### src/rtl/ipcu_arbiter_if.sv
// Handshake bundle between the IPCU requesters and the shared-pipe arbiter.
// The master modport is the requester side; the slave modport is the arbiter.
interface ipcu_arbiter_if #(
    parameter int N_PORTS = 4,
    parameter int ID_W    = 2
);
    logic [N_PORTS-1:0] rqs_strobe;
    logic [N_PORTS-1:0] wr_strobe;
    logic [N_PORTS-1:0] rd_strobe;
    logic [N_PORTS-1:0] arb_ack;
    logic [ID_W-1:0]    grant_id;
    logic               busy;
    logic               timeout_err;
    logic               proto_err;

    modport master (
        output rqs_strobe, wr_strobe, rd_strobe,
        input  arb_ack, grant_id, busy, timeout_err, proto_err
    );

    modport slave (
        input  rqs_strobe, wr_strobe, rd_strobe,
        output arb_ack, grant_id, busy, timeout_err, proto_err
    );
endinterface

### src/rtl/ipcu_arbiter.sv
// Round-robin arbiter granting a shared pipe to one IPCU at a time.
// A grant ends on the owner's first wr/rd strobe or after TIMEOUT idle
// cycles, followed by one dead GAP cycle so ack never moves owner-to-owner.
module ipcu_arbiter #(
    parameter int N_PORTS = 4,
    parameter int ID_W    = 2,
    parameter int TIMEOUT = 16
) (
    input  logic          clk,
    input  logic          rst,
    ipcu_arbiter_if.slave bus
);
    localparam int TMR_W = $clog2(TIMEOUT);

    typedef enum logic [1:0] {
        S_IDLE,
        S_GRANT,
        S_GAP
    } state_e;

    state_e             state_q, state_d;
    logic [N_PORTS-1:0] pend_q, pend_d;
    logic [N_PORTS-1:0] ack_q, ack_d;
    logic [ID_W-1:0]    gid_q, gid_d;
    logic [ID_W-1:0]    last_q, last_d;
    logic [TMR_W-1:0]   timer_q, timer_d;
    logic               terr_q, terr_d;
    logic               perr_q, perr_d;

    logic               win_found;
    logic [ID_W-1:0]    win_idx;
    logic [ID_W-1:0]    cand;
    logic [N_PORTS-1:0] pend_clr;
    logic               owner_done;

    // Round-robin pick: first pending port after the last winner, wrapping.
    always_comb begin
        // NOTE: every variable assigned in always_comb gets a default first, so no path can infer a latch.
        win_found = 1'b0;
        win_idx   = '0;
        cand      = '0;
        for (int k = 1; k <= N_PORTS; k++) begin
            cand = ID_W'((int'(last_q) + k) % N_PORTS);
            if (!win_found && pend_q[cand]) begin
                win_found = 1'b1;
                win_idx   = cand;
            end
        end
    end

    // Next-state, pending and registered-output logic for the grant FSM.
    always_comb begin
        state_d    = state_q;
        ack_d      = ack_q;
        gid_d      = gid_q;
        last_d     = last_q;
        timer_d    = timer_q;
        terr_d     = 1'b0;
        pend_clr   = '0;
        owner_done = 1'b0;
        // Any transfer strobe from a port not holding ack is a protocol error.
        perr_d     = |((bus.wr_strobe | bus.rd_strobe) & ~ack_q);

        case (state_q)
            S_IDLE: begin
                if (win_found) begin
                    ack_d    = N_PORTS'(1) << win_idx;
                    pend_clr = N_PORTS'(1) << win_idx;
                    gid_d    = win_idx;
                    last_d   = win_idx;
                    timer_d  = '0;
                    state_d  = S_GRANT;
                end
            end
            S_GRANT: begin
                owner_done = bus.wr_strobe[gid_q] | bus.rd_strobe[gid_q];
                timer_d    = timer_q + 1'b1;
                // Completion takes priority over a timeout on the same edge.
                if (owner_done) begin
                    ack_d   = '0;
                    state_d = S_GAP;
                end else if (timer_q == TMR_W'(TIMEOUT - 1)) begin
                    ack_d   = '0;
                    terr_d  = 1'b1;
                    state_d = S_GAP;
                end
            end
            S_GAP: begin
                state_d = S_IDLE;
            end
            default: begin
                ack_d   = '0;
                state_d = S_IDLE;
            end
        endcase

        // A new request wins over the grant clearing the same bit.
        pend_d = (pend_q & ~pend_clr) | bus.rqs_strobe;
    end

    // State and output registers; async reset drops ack immediately.
    always_ff @(posedge clk or negedge rst) begin
        if (!rst) begin
            // NOTE: pend/timer are control state and must reset; a plain data memory would not need to.
            state_q <= S_IDLE;
            pend_q  <= '0;
            ack_q   <= '0;
            gid_q   <= '0;
            last_q  <= ID_W'(N_PORTS - 1);
            timer_q <= '0;
            terr_q  <= 1'b0;
            perr_q  <= 1'b0;
        end else begin
            // NOTE: non-blocking assignments so every register samples pre-edge values.
            state_q <= state_d;
            pend_q  <= pend_d;
            ack_q   <= ack_d;
            gid_q   <= gid_d;
            last_q  <= last_d;
            timer_q <= timer_d;
            terr_q  <= terr_d;
            perr_q  <= perr_d;
        end
    end

    assign bus.arb_ack     = ack_q;
    assign bus.grant_id    = gid_q;
    assign bus.busy        = |ack_q;
    assign bus.timeout_err = terr_q;
    assign bus.proto_err   = perr_q;

endmodule

### src/flat_wrapper.sv
// flat-port wrapper written by rule: the top's interface ports become plain ports
module ipcu_arbiter_flat 
#(
    parameter int N_PORTS = 4,
    parameter int ID_W    = 2,
    parameter int TIMEOUT = 16
)
  (clk, rst, bus_rqs_strobe, bus_wr_strobe, bus_rd_strobe, bus_arb_ack, bus_grant_id, bus_busy, bus_timeout_err, bus_proto_err);
  ipcu_arbiter_if #(.N_PORTS(N_PORTS), .ID_W(ID_W)) bus_i ();
  input  logic clk;
  input  logic rst;
  input wire logic [$bits(bus_i.rqs_strobe)-1:0] bus_rqs_strobe;
  input wire logic [$bits(bus_i.wr_strobe)-1:0] bus_wr_strobe;
  input wire logic [$bits(bus_i.rd_strobe)-1:0] bus_rd_strobe;
  output wire logic [$bits(bus_i.arb_ack)-1:0] bus_arb_ack;
  output wire logic [$bits(bus_i.grant_id)-1:0] bus_grant_id;
  output wire logic [$bits(bus_i.busy)-1:0] bus_busy;
  output wire logic [$bits(bus_i.timeout_err)-1:0] bus_timeout_err;
  output wire logic [$bits(bus_i.proto_err)-1:0] bus_proto_err;
  assign bus_i.rqs_strobe = bus_rqs_strobe;
  assign bus_i.wr_strobe = bus_wr_strobe;
  assign bus_i.rd_strobe = bus_rd_strobe;
  assign bus_arb_ack = bus_i.arb_ack;
  assign bus_grant_id = bus_i.grant_id;
  assign bus_busy = bus_i.busy;
  assign bus_timeout_err = bus_i.timeout_err;
  assign bus_proto_err = bus_i.proto_err;
  ipcu_arbiter #(.N_PORTS(N_PORTS), .ID_W(ID_W), .TIMEOUT(TIMEOUT)) u_core (.clk(clk), .rst(rst), .bus(bus_i));
endmodule
### config.mk
export PLATFORM = sky130hd
export DESIGN_NAME = ipcu_arbiter_flat
export DESIGN_NICKNAME = d
export VERILOG_FILES = /design/src/rtl/ipcu_arbiter_if.sv /design/src/rtl/ipcu_arbiter.sv /design/src/flat_wrapper.sv
export SDC_FILE = /design/constraint.sdc
export NUM_CORES = 1
export LEC_CHECK = 0
export ABC_AREA = 1
export CORE_UTILIZATION = 51
export CTS_CLUSTER_SIZE = 25
export DETAILED_ROUTE_END_ITERATION = 8
export PLACE_DENSITY = 0.87
export SYNTH_ARGS = -nofsm -noshare
export SYNTH_HDL_FRONTEND = slang
export SYNTH_SLANG_ARGS = --single-unit
### constraint.sdc
create_clock -name clk -period 2.2 [get_ports clk]
set_input_delay 0.33 -clock clk [delete_from_list [all_inputs] [get_ports clk]]
set_output_delay 0.33 -clock clk [all_outputs]
set_load 0.005 [all_outputs]
==> impl_metrics.toml, run 1 <==
[pwr]
seqPwrFrac_pct = 26.8
p_sw_share_pct = 48.8
power_switching_uw = 1120
leakagePower_uw = 0.000812
power_uw = 2300
pwr_density_cell_mw_per_mm2 = 1510
p_clk_share_pct = 13.5
power_frac_comb_pct = 59.7
ir_worst_vdd_mv = 0.924
p_int_uw = 1180

[clocking]
cts.sinks = 20
cts_tree = "yes"
cts_resized = 0
hold_buffers = 0
htree_levels = 1
insertion_delay_ns = 0.32
cts_buffer_depth = 2
clk_pin_slew_ns = 0.12
cts_root_buffer = "clkbuf_4"
cts_setup_buffers = 0
numCtsBuffers = 3

[global_route]
grt_overflow = 0
grt_pass1_vias = 1041
grt_pass1_wl_mm = 4.35
grt.total_usage_pct = 22.8
grt_max_degree = 21
antenna_found_initial = 0

[finish]
diodes = 0
fin_util_pct = 68.2
syn2layout_area_growth_pct = 23.8
fillers = 186
finalNonFillerCells = 217
nets = 205
layout-drive-gt1-share_pct = 15.9

[placement]
place_inst = 213
place_hpwl_mm = 2.14
gp_congestion = 0.865
io_buffers = 22

[worst_hold_path]
hold_path_class = "in2async"

[routing]
ant_nets = 0
first_pass_iters = 4
drt-vias-per-instance = 5.31
dr_total_vias = 1152
wl_per_cell_microns = 12.7
drt_iter0_drc = 40
wirelength_mm = 2.75
drc = 0

[timing]
setup_viol = 0
drv_slew = 0
fin_crit_sh_pct = 86.9
final-hold-violation-count = 0
rsz0062_at_grt = "no"
whs_ns = 0.330
min_period_ns = 1.91
fin_tns_setup_ns = 0
tightest_slew_ns = 0.433
skew_ns = 0.00565
fmax_mhz = 523
slew_headroom_pct = 71.0

[synthesis]
synth_most_common_cell = "nand2_1"
synth_nets = 179
synthFlopType = "dfrtp_1"
synth_top_cell_by_area = "dfrtp_1"
ys_seq_area_share_pct = 40.9
ys_types = 28
synth.avg_cell_area_sq_um = 7.50
synthCells = 164
synth.top_cell.area_share_pct = 36.6
synth_commonest_cells = "53 x nand2_1, 20 x inv_1, 18 x dfrtp_1, 12 x nand3_1, 11 x nand2_2"
async_flop_share_pct = 100
synth_area_sq_mm = 0.00123
synth_edf_count = 0
yosysWarnings = 0
ys_seq_elements = 20
synth_area_leaders = "dfrtp_1 37%, nand2_1 16%, inv_1 6.1%"

[floorplanning]
die_width_microns = 51.1
io_pins = 23
num_rows = 17
core_sq_mm = 0.00223
die_area_sq_mm = 0.00261
die_h_microns = 51.1
start_util_pct = 55.1

[run]
drv_cap = 0

[setup_path]
r2r_cells = 11
cp.arrival_ns = 2.14
startpoint_type = "register"
r2r-end = "u_core.pend_q[3]"
path_max_fanout = 11
setup.worst_path.class = "reg2reg"
endpoint_kind = "register"
worstPathRequired_ns = 2.43
r2r-start = "u_core.last_q[0]"
r2r_slack_ns = 0.29

[outcome]
outcome = "completed"
## cell type report
type	instances	area, sq um	share of cell area (%)
Multi-Input combinational cell	117	608	39.9
Sequential cell	20	503	33.0
Clock buffer	3	22.5	1.48
Inverter	25	96.3	6.33
Timing Repair Buffer	23	228	15.0
Tap cell	28	35.0	2.30
Clock inverter	1	30.0	1.97
## kinds of logic (layout without fill, tap and decap cells)
family          count (synthesis)  after routing  synth area share (%)
simple gates                   98             98                  39.9
flops                          20             20                  40.9
compound gates                 17             17                  7.83
xor+xnor                        1              1                 0.712
fa+ha+maj                       1              1                  1.02
buf+inv                        27             52                  9.66
## power by group through the flow
stage	logic (uW)	registers (uW)	clock network (uW)
after floorplan	1080	583	0
after global placement	1280	617	0
after detailed placement	1340	624	0
after CTS	1370	615	314
after global routing	1510	637	327
final	1370	617	311
## cells in the final DEF, fill, tap and decap left out, types with 2 or more instances in the layout
cell and count:
nand2_1 53, clkdlybuf4s50_1 22, inv_1 20, dfrtp_1 18, nand3_1 12, nand2_2 11
nor2_1 10, o21ai_0 10, inv_2 3, nand2_4 3, nand4_1 3, clkbuf_4 3
o21ai_1 2, dfstp_2 2
## worst max-delay path by stage
| stage | from | to | slack (ns) |
|---|---|---|---|
| after floorplan | u_core.last_q[0] | u_core.pend_q[1] | 0.52 |
| final | u_core.last_q[0] | u_core.pend_q[3] | 0.29 |
| after detailed placement | u_core.last_q[0] | u_core.pend_q[3] | 0.37 |
| after CTS | u_core.last_q[0] | u_core.pend_q[3] | 0.30 |
| after global placement | u_core.last_q[0] | u_core.pend_q[3] | 0.45 |
| after global routing | u_core.last_q[0] | u_core.pend_q[2] | 0.17 |
## layer usage
metal  wire, microns  global-route usage [%]  up-vias  share of wire, %
met3             190                    5.06        5               6.9
met1            1130                    27.5      536                41
met2            1370                    39.0       46                50
met4              54                    9.26        0               2.0
met5               0                       0        -                 0
li1                -                       -      565                 -
## stage by stage
stage / instance area [sq um] / setup WS (ns)
CTS: 1520 / 0.301
finish: 1520 / 0.287
global route: 1520 / 0.166
global placement: 1470 / 0.454
floorplan: 1230 / 0.519
detailed placement: 1470 / 0.374
## flip-flops by register name, indices dropped and copies added, names as in the netlist
name / count
u_core.bus.arb_ack: 4
u_core.pend_q: 4
u_core.timer_q: 4
u_core.bus.grant_id: 2
u_core.last_q: 2
u_core.state_q: 2
u_core.bus.proto_err: 1
u_core.bus.timeout_err: 1
## critical path, stage by stage, from the launching register on
cell and delay (ns):
dfstp_2 0.65, inv_4 0.09, nand2_1 0.08, nand2_1 0.12, nand2_1 0.11, nand2_1 0.10
inv_2 0.11, nand4_1 0.11, nand2_2 0.13, nand4_1 0.16, nand2_1 0.10, nand2_1 0.05
Power figures use the tool's default switching activity.
==> run 2: changes to the inputs <==
- CORE_UTILIZATION: 51 -> 46
- PLACE_DENSITY: 0.87 -> 0.81
==> run 2 against run 1 <==
Sequential power is 0.8% higher; cell area down 0.90%; total power is 5.9% lower; worst hold slack improved by 0.027 ns; non-clock buffer count unchanged; utilization decreased by 7.8 points; clock power fell by 32%; via count down 4.3%; die area up 10%; combinational power shrank 3%; register-to-register slack better by 0.08 ns; sequential share of layout area up 0.30 points.
==> impl_metrics.toml, run 2 (synthesis results as in run 1) <==
[setup_path]
endpoint_kind = "register"
startpoint_type = "register"
r2r_slack_ns = 0.37
setup.worst_path.class = "reg2reg"
r2r_cells = 11
crit_start = "u_core.last_q[0]"
worstPathRequired_ns = 2.40
path_max_fanout = 11
r2r-start = "u_core.last_q[0]"
r2r-end = "u_core.pend_q[3]"
cp.arrival_ns = 2.03

[global_route]
grt_pass1_vias = 997
grt_overflow = 0
antenna_found_initial = 0
grt_max_degree = 21
grt_pass1_wl_mm = 4.31
grt.total_usage_pct = 21.1

[run]
drv_cap = 0

[routing]
drt-vias-per-instance = 5.03
dr_total_vias = 1102
wirelength_mm = 2.50
drc = 0
wl_per_cell_microns = 11.4
ant_nets = 0
first_pass_iters = 4
drt_iter0_drc = 18

[timing]
fin_crit_sh_pct = 83.4
tightest_slew_ns = 0.413
setup_viol = 0
fmax_mhz = 545
final-hold-violation-count = 0
min_period_ns = 1.83
drv_slew = 0
slew_headroom_pct = 72.4
rsz0062_at_grt = "no"
fin_tns_setup_ns = 0
skew_ns = 0.00187
worst_slack_ns = 0.366

[placement]
io_buffers = 22
gp_congestion = 0.848
place_inst = 215
dp_slack_ns = 0.372
place_hpwl_mm = 2.05
post_dp_cell_area_sq_mm = 0.00147

[finish]
fillers = 230
finalNonFillerCells = 219
syn2layout_area_growth_pct = 22.7
mostFrequentLayoutCells = "53 x nand2_1, 22 x clkdlybuf4s50_1, 20 x inv_1, 18 x dfrtp_1, 12 x nand3_1"
final_common_cell = "nand2_1"
final_area_sq_mm = 0.00151
diodes = 0
nets = 205
layout-drive-gt1-share_pct = 15.9
fin_util_pct = 60.4

[outcome]
outcome = "completed"

[floorplanning]
io_pins = 23
start_util_pct = 49.2
core_sq_mm = 0.00250
num_rows = 18
die_area_sq_mm = 0.00288
die_h_microns = 53.7
die_width_microns = 53.7

[clocking]
htree_levels = 1
numCtsBuffers = 3
cts_root_buffer = "clkbuf_4"
insertion_delay_ns = 0.29
cts_buffer_depth = 2
cts_tree = "yes"
cts_resized = 0
hold_buffers = 0
cts.sinks = 20
clk_pin_slew_ns = 0.11
cts_setup_buffers = 0

[pwr]
pwr_density_cell_mw_per_mm2 = 1430
leakagePower_uw = 0.000805
ir_worst_vdd_mv = 0.831

[worst_hold_path]
hold_path_class = "in2async"
-- run 2: cell count changes in the layout (fill, tap and decap cells not counted), sizes merged --
| cell | previous run | this run |
|---|---|---|
| bufinv | 1 | 0 |
| clkbuf | 3 | 4 |
-- run 2: stage by stage --
step	total power (uW)	hold WS (ns)
after detailed placement	1960	0.507
after global routing	2390	0.383
after CTS	2170	0.371
after global placement	1910	0.480
after floorplan	1660	0.0344
final	2160	0.356
-- run 2: critical path: stages (launching register included) --
cell	delay, ns
dfstp_2	0.65
inv_4	0.10
nand2_1	0.08
nand2_1	0.11
nand2_4	0.10
nand2_4	0.07
nor2_8	0.11
nand4_1	0.11
nand2_2	0.13
nand4_1	0.14
nand2_1	0.09
nand2_1	0.05
-- run 2: area by class of cell --
type	count	area, sq um	area share (%)
Clock buffer	4	36.3	2.40
Multi-Input combinational cell	117	608	40.3
Inverter	25	96.3	6.38
Timing Repair Buffer	23	228	15.1
Sequential cell	20	503	33.3
Tap cell	30	37.5	2.49
-- run 2: how the worst max path moves through the flow --
stage                  endpoint  slack [ns]  cells past startpoint
2_1_floorplan  u_core.pend_q[1]        0.52                     15
3_3_place_gp   u_core.pend_q[1]        0.43                     13
3_5_place_dp   u_core.pend_q[3]        0.37                     11
4_1_cts        u_core.pend_q[3]        0.35                     11
5_1_grt        u_core.pend_q[2]        0.20                     11
6_report       u_core.pend_q[3]        0.37                     11
-- run 2: layer usage --
layer	share of wire, %	global-route usage (%)	vias to the layer above
li1	-	-	567
met1	43	26.4	506
met2	52	37.2	27
met3	4.8	5.08	2
met4	0.52	2.63	0
met5	0	0	-
-- run 2: power by group --
part | switching (uW) | internal [uW] | leakage, uW | total (uW)
logic | 837 | 495 | 0.000547 | 1330
clock network | 109 | 101 | 0.0000210 | 210
registers | 122 | 499 | 0.000237 | 622
